### src/rtl/modulo_controle_ataque_pkg.sv
`default_nettype none
// +----------------------------------------------------------------------------+
// | Module   : modulo_controle_ataque_pkg                                      |
// | Purpose  : Shared board geometry, shot-result codes, attack FSM state      |
// |            codes and a cell popcount helper for the attack controller.     |
// | Ports    : none (package)                                                  |
// | Revision : 1.0 - initial release                                           |
// +----------------------------------------------------------------------------+
package modulo_controle_ataque_pkg;

  localparam int N_COLS  = 5;
  localparam int N_ROWS  = 7;
  localparam int N_CELLS = 35;

  // Result codes reported for the most recent shot
  localparam logic [1:0] RES_NONE = 2'b00;
  localparam logic [1:0] RES_MISS = 2'b01;
  localparam logic [1:0] RES_HIT  = 2'b10;
  localparam logic [1:0] RES_REJ  = 2'b11;

  // Attack sequencer states
  localparam logic [1:0] ST_IDLE   = 2'd0;
  localparam logic [1:0] ST_CHECK  = 2'd1;
  localparam logic [1:0] ST_COMMIT = 2'd2;
  localparam logic [1:0] ST_HOLD   = 2'd3;

  // Number of ship cells on the board; 35 cells always fit in 6 bits
  function automatic logic [5:0] popcount_cells(input logic [N_CELLS-1:0] cells);
    logic [5:0] cnt;
    cnt = '0;
    for (int i = 0; i < N_CELLS; i++) begin
      cnt = cnt + 6'(cells[i]);
    end
    return cnt;
  endfunction

endpackage : modulo_controle_ataque_pkg
`default_nettype wire

### src/rtl/modulo_debounce_contador.sv
`default_nettype none
// +----------------------------------------------------------------------------+
// | Module   : modulo_debounce_contador                                        |
// | Purpose  : Synchronises the raw active-low confirm button, filters bounce  |
// |            with a stability counter and emits a one-cycle press event on   |
// |            each released->pressed change of the filtered level.            |
// | Ports    : clk      in  system clock                                       |
// |            clr      in  asynchronous active-low reset                      |
// |            button_n in  raw push button, pressed = 0                       |
// |            level    out filtered level, 1 = pressed                        |
// |            press    out one-cycle pulse on filtered press                  |
// | Revision : 1.0 - initial release                                           |
// +----------------------------------------------------------------------------+
module modulo_debounce_contador #(
  parameter int DEB_CYCLES = 50000
) (
  input  logic clk,
  input  logic clr,
  input  logic button_n,
  output logic level,
  output logic press
);

  localparam int c_cnt_w = (DEB_CYCLES > 1) ? $clog2(DEB_CYCLES) : 1;
  localparam logic [c_cnt_w-1:0] c_cnt_last = c_cnt_w'(DEB_CYCLES - 1);

  logic               r_sync1;
  logic               r_sync2;
  logic               r_level;
  logic               r_level_d;
  logic [c_cnt_w-1:0] r_cnt;
  logic               w_raw_pressed;

  assign w_raw_pressed = ~r_sync2;

  // Synchroniser flops idle at the released (high) level so reset never
  // looks like a press.
  always_ff @(posedge clk or negedge clr) begin
    if (!clr) begin
      r_sync1   <= 1'b1;
      r_sync2   <= 1'b1;
      r_level   <= 1'b0;
      r_level_d <= 1'b0;
      r_cnt     <= '0;
    end else begin
      r_sync1   <= button_n;
      r_sync2   <= r_sync1;
      r_level_d <= r_level;
      // Counting only runs while the synchronised level disagrees with the
      // filtered one; any bounce back to agreement reloads the counter.
      if (w_raw_pressed == r_level) begin
        r_cnt <= '0;
      end else if (r_cnt == c_cnt_last) begin
        r_level <= w_raw_pressed;
        r_cnt   <= '0;
      end else begin
        r_cnt <= r_cnt + 1'b1;
      end
    end
  end

  assign level = r_level;
  assign press = r_level & ~r_level_d;

endmodule : modulo_debounce_contador
`default_nettype wire

### src/rtl/modulo_controle_ataque.sv
`default_nettype none
// +----------------------------------------------------------------------------+
// | Module   : modulo_controle_ataque                                          |
// | Purpose  : Attack-entry controller for the 5x7 naval-battle board. Takes a |
// |            debounced confirm press, validates the {col,row} shot, rejects  |
// |            repeats, commits accepted shots to the attacked-cell map,       |
// |            scores them against the ship map and flags game over.           |
// | Ports    : clk            in  system clock                                 |
// |            clr            in  asynchronous active-low reset                |
// |            en_attack      in  attack phase enable (gates new presses)      |
// |            button_confirm in  raw confirm button, pressed = 0              |
// |            at_in[5:0]     in  shot coordinate {col[2:0], row[2:0]}         |
// |            ship_map[34:0] in  ship cells, bit 34-(row*5+col)               |
// |            attacked[34:0] out cells already shot, same mapping             |
// |            result[1:0]    out last shot: none/miss/hit/rejected            |
// |            result_valid   out one-cycle pulse when result updates          |
// |            hits[5:0]      out accepted hits                                |
// |            shots[5:0]     out accepted shots, saturating at 35             |
// |            game_over      out sticky, all ship cells hit                   |
// | Revision : 1.0 - initial release                                           |
// +----------------------------------------------------------------------------+
module modulo_controle_ataque #(
  parameter int DEB_CYCLES = 50000,
  parameter int N_COLS     = modulo_controle_ataque_pkg::N_COLS,
  parameter int N_ROWS     = modulo_controle_ataque_pkg::N_ROWS
) (
  input  logic                                        clk,
  input  logic                                        clr,
  input  logic                                        en_attack,
  input  logic                                        button_confirm,
  input  logic [5:0]                                  at_in,
  input  logic [modulo_controle_ataque_pkg::N_CELLS-1:0] ship_map,
  output logic [modulo_controle_ataque_pkg::N_CELLS-1:0] attacked,
  output logic [1:0]                                  result,
  output logic                                        result_valid,
  output logic [5:0]                                  hits,
  output logic [5:0]                                  shots,
  output logic                                        game_over
);

  import modulo_controle_ataque_pkg::*;

  localparam logic [5:0] c_pos_max   = 6'(N_CELLS - 1);
  localparam logic [5:0] c_shots_max = 6'(N_CELLS);

  logic               w_level;
  logic               w_press;

  logic [1:0]         r_state;
  logic [1:0]         w_next;

  logic [2:0]         w_col;
  logic [2:0]         w_row;
  logic               w_in_range;
  logic [5:0]         w_idx;
  logic [5:0]         w_pos;
  logic [N_CELLS-1:0] w_mask;
  logic               w_repeat;
  logic               w_reject;

  logic [N_CELLS-1:0] r_mask;
  logic               r_reject;
  logic [N_CELLS-1:0] r_attacked;
  logic [1:0]         r_result;
  logic [5:0]         r_hits;
  logic [5:0]         r_shots;
  logic               r_game_over;

  logic               w_commit;
  logic               w_accept;
  logic               w_hit;
  logic [1:0]         w_commit_res;
  logic [5:0]         w_ship_cnt;
  logic               w_go_now;

  modulo_debounce_contador #(
    .DEB_CYCLES(DEB_CYCLES)
  ) u_debounce (
    .clk     (clk),
    .clr     (clr),
    .button_n(button_confirm),
    .level   (w_level),
    .press   (w_press)
  );

  // ---------------- FSM: state register ----------------
  always_ff @(posedge clk or negedge clr) begin
    if (!clr) begin
      r_state <= ST_IDLE;
    end else begin
      r_state <= w_next;
    end
  end

  // ---------------- FSM: next state ----------------
  always_comb begin
    w_next = r_state;
    case (r_state)
      ST_IDLE:   if (w_press && en_attack) w_next = ST_CHECK;
      ST_CHECK:  w_next = ST_COMMIT;
      ST_COMMIT: w_next = ST_HOLD;
      ST_HOLD:   if (!w_level) w_next = ST_IDLE;
      default:   w_next = ST_IDLE;
    endcase
  end

  // ---------------- FSM: outputs ----------------
  // The commit result is shown combinationally during COMMIT so that
  // result_valid lands two cycles after the press event; the registered copy
  // holds it afterwards.
  always_comb begin
    w_commit     = (r_state == ST_COMMIT);
    w_accept     = w_commit && !r_reject;
    result_valid = w_commit;
    result       = w_commit ? w_commit_res : r_result;
  end

  // ---------------- Coordinate check (used in CHECK) ----------------
  assign w_col      = at_in[5:3];
  assign w_row      = at_in[2:0];
  assign w_in_range = (int'(w_col) < N_COLS) && (int'(w_row) < N_ROWS);
  assign w_idx      = 6'(w_row) * 6'(N_COLS) + 6'(w_col);
  // Cell 0 lives in the MSB; out-of-range coordinates never produce a mask
  // bit, so the wrapped subtraction is harmless.
  assign w_pos      = c_pos_max - w_idx;
  assign w_mask     = w_in_range ? (N_CELLS'(1) << w_pos) : '0;
  assign w_repeat   = |(r_attacked & w_mask);
  assign w_reject   = !w_in_range || w_repeat || game_over;

  // Scoring uses the ship map present during COMMIT
  assign w_hit        = |(ship_map & r_mask);
  assign w_commit_res = r_reject ? RES_REJ : (w_hit ? RES_HIT : RES_MISS);

  assign w_ship_cnt = popcount_cells(ship_map);
  assign w_go_now   = (r_hits == w_ship_cnt) && (w_ship_cnt != 6'd0);

  // ---------------- Datapath registers ----------------
  always_ff @(posedge clk or negedge clr) begin
    if (!clr) begin
      r_mask      <= '0;
      r_reject    <= 1'b0;
      r_attacked  <= '0;
      r_result    <= RES_NONE;
      r_hits      <= '0;
      r_shots     <= '0;
      r_game_over <= 1'b0;
    end else begin
      if (r_state == ST_CHECK) begin
        r_mask   <= w_mask;
        r_reject <= w_reject;
      end
      if (w_commit) begin
        r_result <= w_commit_res;
      end
      if (w_accept) begin
        r_attacked <= r_attacked | r_mask;
        if (r_shots != c_shots_max) begin
          r_shots <= r_shots + 6'd1;
        end
        if (w_hit) begin
          r_hits <= r_hits + 6'd1;
        end
      end
      if (w_go_now) begin
        r_game_over <= 1'b1;
      end
    end
  end

  assign attacked  = r_attacked;
  assign hits      = r_hits;
  assign shots     = r_shots;
  assign game_over = r_game_over | w_go_now;

endmodule : modulo_controle_ataque
`default_nettype wire

### config.mk
export PLATFORM = sky130hd
export DESIGN_NAME = modulo_controle_ataque
export DESIGN_NICKNAME = d
export VERILOG_FILES = /design/src/rtl/modulo_controle_ataque_pkg.sv /design/src/rtl/modulo_debounce_contador.sv /design/src/rtl/modulo_controle_ataque.sv
export SDC_FILE = /design/constraint.sdc
export NUM_CORES = 1
export LEC_CHECK = 0
export CAP_MARGIN = 20
export CORE_UTILIZATION = 60
export CTS_BUF_LIST = sky130_fd_sc_hd__clkbuf_4
export DETAILED_ROUTE_END_ITERATION = 6
export GPL_TIMING_DRIVEN = 0
export PLACE_DENSITY = 0.88
export SETUP_SLACK_MARGIN = 0.1
export SLEW_MARGIN = 20
export SYNTH_ARGS = -nofsm -noshare
export SYNTH_HDL_FRONTEND = slang
export SYNTH_HIERARCHICAL = 1
export SYNTH_SLANG_ARGS = --single-unit
### constraint.sdc
create_clock -name clk -period 23.3 [get_ports clk]
set_clock_uncertainty 0.2 [all_clocks]
set_input_delay 5.825 -clock clk [delete_from_list [all_inputs] [get_ports clk]]
set_output_delay 5.825 -clock clk [all_outputs]
set_load 0.03 [all_outputs]
# Yosys cells after proc, flatten, opt, wreduce, memory -nomap -nowiden
# Index checks and enable logic that the tools add are counted.
[word_totals] reg_bits=108 input_bits=45 out_inout_bits=51 wordCells=98
[classes] addsub=39 multipliers=1 magnitude_cmp=2 eq_ne=9 shift=1 n_mux=9 bitwise_logic=8 reduce_logical=16
[op_table] operator="6-bit by 1-bit adder with 6-bit output" count=29
[op_table] operator="35-bit AND" count=2
[op_table] operator="35-bit OR reduction" count=2
[op_table] operator="35-bit 2-to-1 mux" count=1
[op_table] operator="35-bit bitwise OR" count=1
[op_table] operator="1-bit by 6-bit << shifter with 35-bit output, first input constant" count=1
[op_table] operator="16-bit 2-to-1 mux" count=2
[op_table] operator="16-bit by 1-bit adder with 16-bit output, second input constant" count=1
[op_table] operator="16-bit equality test, second input constant" count=1
[op_table] operator="6-bit by 1-bit adder with 6-bit output, second input constant" count=2
[op_table] operator="2-bit 2-to-1 mux" count=5
[op_table] operator="2-bit one-hot mux with 4 select lines" count=1
[op_table] operator="2-bit AND reduction" count=4
[op_table] operator="5-bit by 1-bit adder with 6-bit output" count=1
[op_table] operator="6-bit by 3-bit adder with 6-bit output" count=1
[op_table] operator="6-bit equality test" count=1
[op_table] operator="3-bit < comparator, second input constant" count=2
[op_table] operator="3-bit by 3-bit multiplier with 6-bit output, second input constant" count=1
[op_table] operator="6-bit inequality test, second input constant" count=1
[op_table] operator="6-bit nonzero test" count=1
[op_table] operator="6-bit subtractor, first input constant" count=1
[op_table] operator="4-bit by 1-bit adder with 5-bit output" count=1
[op_table] operator="3-bit by 1-bit adder with 4-bit output" count=1
[op_table] operator="2-bit equality test, second input constant" count=2
[op_table] operator="other kinds (12)" count=20

# Longest topological paths before layout
[depth] word_depth=38 mapped_depth=19 ltp_nobuf=19

# Modules after synthesis
# The synthesis kept the hierarchy.
[modules_own_cells] mod="modulo_controle_ataque" instances=1 cells_each=483 area_each_um2=5166.2 seq_area_each_um2=2202.1
[modules_own_cells] mod="modulo_debounce_contador" instances=1 cells_each=87 area_each_um2=922.1 seq_area_each_um2=503.0

# Worst setup path before layout
# OpenSTA, ideal clock, no wires.
[synth_timing] path_kind="input to output" start="input port ship_map[23] (netlist bit)" end="output port game_over" arrival_time_ps=10511 required_time_ps=17275 path_slack_ps=6764 cell_stages=17 n_path_buf=0 cell_sequence="inv_1 > fa_1 > inv_1 > fa_1 > inv_1 > fa_1 > inv_1 > fa_1 > fa_1 > inv_1 > fa_1 > fa_1 > nor2b_1 > a22o_1 > a311o_1 > a221oi_2 > o22a_1"
[synth_via] elab_chain_cells=15 elab_cells_between_ends=16 cone_classes="add/sub: 12; eq/ne: 1; bitwise: 1; reduce/logical: 2"
[synth_lines] element="start, declared" line_no="modulo_controle_ataque.sv:32" text="input logic [modulo_controle_ataque_pkg::N_CELLS-1:0] ship_map,"
[synth_lines] element="6-bit by 1-bit adder with 6-bit output (*) (12 in series)" line_no="modulo_controle_ataque_pkg.sv:32" text="cnt = cnt + 6'(cells[i]);"
[synth_lines] element="6-bit equality test or 6-bit nonzero test (tied branches)" line_no="modulo_controle_ataque.sv:135" text="assign w_go_now = (r_hits == w_ship_cnt) && (w_ship_cnt != 6'd0);"
[synth_lines] element="1-bit logical AND (*)" line_no="modulo_controle_ataque.sv:135"
[synth_lines] element="1-bit bitwise OR (*)" line_no="modulo_controle_ataque.sv:173" text="assign game_over = r_game_over | w_go_now;"
[synth_lines] element="end, declared" line_no="modulo_controle_ataque.sv:38" text="output logic game_over"
# Mark *: on every way between the ends. The rest lies on a longest branch, timed or not.

# Final worst setup path
# Ends and elaborated chain as after synthesis.

==> flow_summary.yaml <==
synth:
  synth_nets: 666
  yosysUniqueCellTypes: 66
  syn_area_um2: 6090
  yosysSeqAreaShare_pct: 44.4
  synth_cells: 570
  synth_edf_count: 0
  yosysWarnings: 6
  synth.avg_cell_area_um2: 10.7
  synth_seq_cells: 108
  synthFlopType: "dfrtp_1"
  ys_async_sr_fraction_pct: 100
pwr:
  p_switching_mw: 0.254
  power.share.clock_pct: 14.6
  seqPwrFrac_pct: 30.8
  powerDensity_nw_per_um2: 83.8
  p_sw_share_pct: 41.2
  intPower_mw: 0.363
  irDropWorstVdd_mv: 0.0648
  combPwrFrac_pct: 54.6
  p_leak_nw: 3.60
clocking:
  cts.path.max_buffers: 2
  path_clk_slew_ps: 170
  clkLatencyLatePin_ps: 500
  numCtsBuffers: 9
  cts_tree: "yes"
  clock_sinks: 108
  postCtsSetupBuffers: 0
  postCtsHoldBufs: 0
  cts-root-buf: "clkbuf_4"
  ctsResizeCount: 0
  htree_num_levels: 3
hold_path:
  min-delay-start: "u_debounce/r_sync1$_DFF_PN1_"
  hold_path_class: "register to register"
global_routing:
  grt_pass1_wl_um: 25800
  antenna_found_initial: 0
  grt.overflow.total: 0
  grt_pass1_vias: 5158
  grt_max_degree: 85
  grt_util_all_layers_pct: 33.1
setup_path:
  end_kind: "output pin"
  crit_type: "input pin to output pin"
  crit_path_start: "ship_map[23]"
  cp.arrival_ps: 11850
  start_kind: "input pin"
  worstPathRequired_ps: 17270
  path_max_fanout: 4
  reg2reg_from: "r_state[0]$_DFFE_PN0P_"
place:
  portBuffers: 95
  hpwl_um: 12600
  globalplace.congestion: 0.983
timing:
  rsz0062_at_grt: "no"
  finalHoldViolCount: 0
  whs_ps: 168
  min_period_ps: 17870
  timing.setup.tns_ps: 0
  setup_viol: 0
  worstMarginPinSlew_ps: 906
  fmax_mhz: 56.0
  finalCritPeriodShare_pct: 76.7
  maxSlewHeadroom_pct: 39.2
  drv_slew: 0
job:
  drv_cap: 0
floorplan:
  rows: 36
  ios: 96
  core_um2: 9820
  die_h_um: 103
  start_util_pct: 62.0
  die_x_um: 103
  die_area_um2: 10600
run_status:
  status: "finished, final reports clean"
layout:
  nNetsFinal: 773
  drive_above_1_share_pct: 5.87
  antenna_cells: 0
  final_util_pct: 75.0
  fill_cells: 725
  syn_to_final_growth_pct: 20.9
routing:
  drc: 0
  first_pass_iters: 5
  drtAntennaViolNets: 0
  dr.first_iter.drc_count: 451
  post_drt_wl_per_cell_um: 19.7
  via_count: 4997
  vias_per_cell: 6.13
  finalWirelength_um: 16100
-- logic make-up after synthesis --
logic type / synth area share, %
AND/OR/NAND/NOR: 11.9
buffers and inverters: 6.49
AO/OA/AOI/OAI: 16.9
adder cells (fa/ha/maj): 13.9
XOR/XNOR: 4.89
flip-flops: 44.4
multiplexers: 1.42
-- power groups by stage --
stage | Clock, mW | Combinational [mW] | Sequential, mW
2_1_floorplan | 0 | 0.255 | 0.194
3_3_place_gp | 0 | 0.309 | 0.194
3_5_place_dp | 0 | 0.333 | 0.194
4_1_cts | 0.0908 | 0.334 | 0.190
5_1_grt | 0.0995 | 0.375 | 0.190
6_report | 0.0902 | 0.337 | 0.190
-- per-layer routing --
| layer | share of wire, % | wire, um | global-route usage (%) |
|---|---|---|---|
| met4 | 3.3 | 533 | 14.7 |
| met1 | 40 | 6500 | 41.8 |
| met5 | 0 | 0 | 0 |
| met2 | 49 | 7920 | 54.8 |
| met3 | 7.0 | 1130 | 7.66 |
-- worst paths after layout --
| kind | to | slack [ps] | cells after the start |
|---|---|---|---|
| worst max-delay path | game_over | 5430 | 19 |
| max in group asynchronous | attacked[5]$_DFFE_PN0P_ | 17270 | 2 |
| worst max register to register | r_result[1]$_DFF_PN0_ | 20550 | 7 |
| worst min register to register | u_debounce/r_sync2$_DFF_PN1_ | 170 | 0 |
| min in group asynchronous | u_debounce/r_cnt[5]$_DFF_PN0_ | 4960 | 1 |
| worst min-delay path | u_debounce/r_sync2$_DFF_PN1_ | 170 | 0 |
-- synth_stat cells (all sizes together), types with 2 or more instances --
cell type | n | area share [%]
ha | 23 | 4.7
o2bb2ai | 25 | 3.6
xor2 | 9 | 1.3
nor4b | 2 | 0.29
buf | 11 | 1.1
a221oi | 6 | 1.1
clkbuf | 9 | 0.55
mux2i | 3 | 0.49
dfstp | 2 | 0.86
a311o | 2 | 0.33
a211oi | 2 | 0.25
nand3b | 3 | 0.37
nor3 | 8 | 0.66
nand3 | 16 | 1.3
fa | 28 | 9.2
a22oi | 9 | 1.1
nor2 | 31 | 1.9
a31oi | 3 | 0.31
xnor2 | 25 | 3.6
or3b | 2 | 0.29
and3 | 4 | 0.49
a311oi | 2 | 0.39
o22a | 2 | 0.29
o22ai | 13 | 1.3
a21oi | 9 | 0.74
a22o | 8 | 1.2
a21o | 36 | 4.4
and4 | 2 | 0.29
dfrtp | 106 | 44
mux2 | 5 | 0.92
inv | 77 | 4.7
nor4 | 3 | 0.31
nand4 | 17 | 1.7
nor2b | 6 | 0.62
nand2 | 35 | 2.3
o21ai | 5 | 0.41
-- worst max-delay path: stages --
cell	delay, ps
clkdlybuf4s50_1	490
inv_1	60
fa_1	530
inv_1	50
fa_1	470
inv_1	40
fa_1	470
inv_1	50
fa_1	470
fa_1	520
inv_1	50
fa_1	450
fa_1	440
nand2b_1	210
a211o_1	320
nand3_1	100
nor4bb_1	310
o22a_1	270
clkdlybuf4s50_1	700
-- sequential cells by signal (all words and copies together), names as in the netlist --
| signal | flops |
|---|---|
| u_debounce/r_level_d | 1 |
| shots | 6 |
| r_result | 2 |
| r_state | 2 |
| u_debounce/r_cnt | 16 |
| r_reject | 1 |
| r_game_over | 1 |
| u_debounce/level | 1 |
| u_debounce/r_sync2 | 1 |
| u_debounce/r_sync1 | 1 |
| hits | 6 |
| attacked | 35 |
| r_mask | 35 |
-- cells in the final DEF (no fill, tap or decap), drive strengths merged, types with 2 or more instances in the layout --
master,Yosys,routed
a211oi,2,2
a21o,36,36
a21oi,9,9
a221oi,6,6
a22o,8,8
a22oi,9,9
a311o,2,2
a311oi,2,2
a31oi,3,3
and3,4,4
and4,2,2
buf,11,13
clkbuf,9,18
clkdlybuf4s50,0,94
clkinv,1,5
dfrtp,106,106
dfstp,2,2
fa,28,28
ha,23,23
inv,77,79
mux2,5,5
mux2i,3,3
nand2,35,35
nand3,16,16
nand3b,3,3
nand4,17,17
nor2,31,31
nor2b,6,6
nor3,8,8
nor4,3,3
nor4b,2,2
o21ai,5,5
o22a,2,2
o22ai,13,13
o2bb2ai,25,25
or3b,2,2
xnor2,25,25
xor2,9,9
-- through the flow --
step / instances / area (um^2) / setup WS (ps) / power (mW)
after floorplan: 570 / 6090 / 6760 / 0.448
after global routing: 815 / 7360 / 5220 / 0.665
after detailed placement: 799 / 7230 / 5420 / 0.526
final: 815 / 7360 / 5430 / 0.617
after global placement: 798 / 7210 / 5540 / 0.503
after CTS: 815 / 7360 / 5410 / 0.615
-- layout make-up --
cell class | instances | area [um^2] | area share, %
Multi-Input combinational cell | 364 | 2990 | 40.6
Sequential cell | 108 | 2710 | 36.7
Timing Repair Buffer | 96 | 980 | 13.3
Inverter | 78 | 293 | 3.98
Tap cell | 133 | 166 | 2.26
Buffer | 20 | 103 | 1.39
Clock buffer | 9 | 67.6 | 0.918
Clock inverter | 7 | 60.1 | 0.816
(Power assumes the default switching activity.)
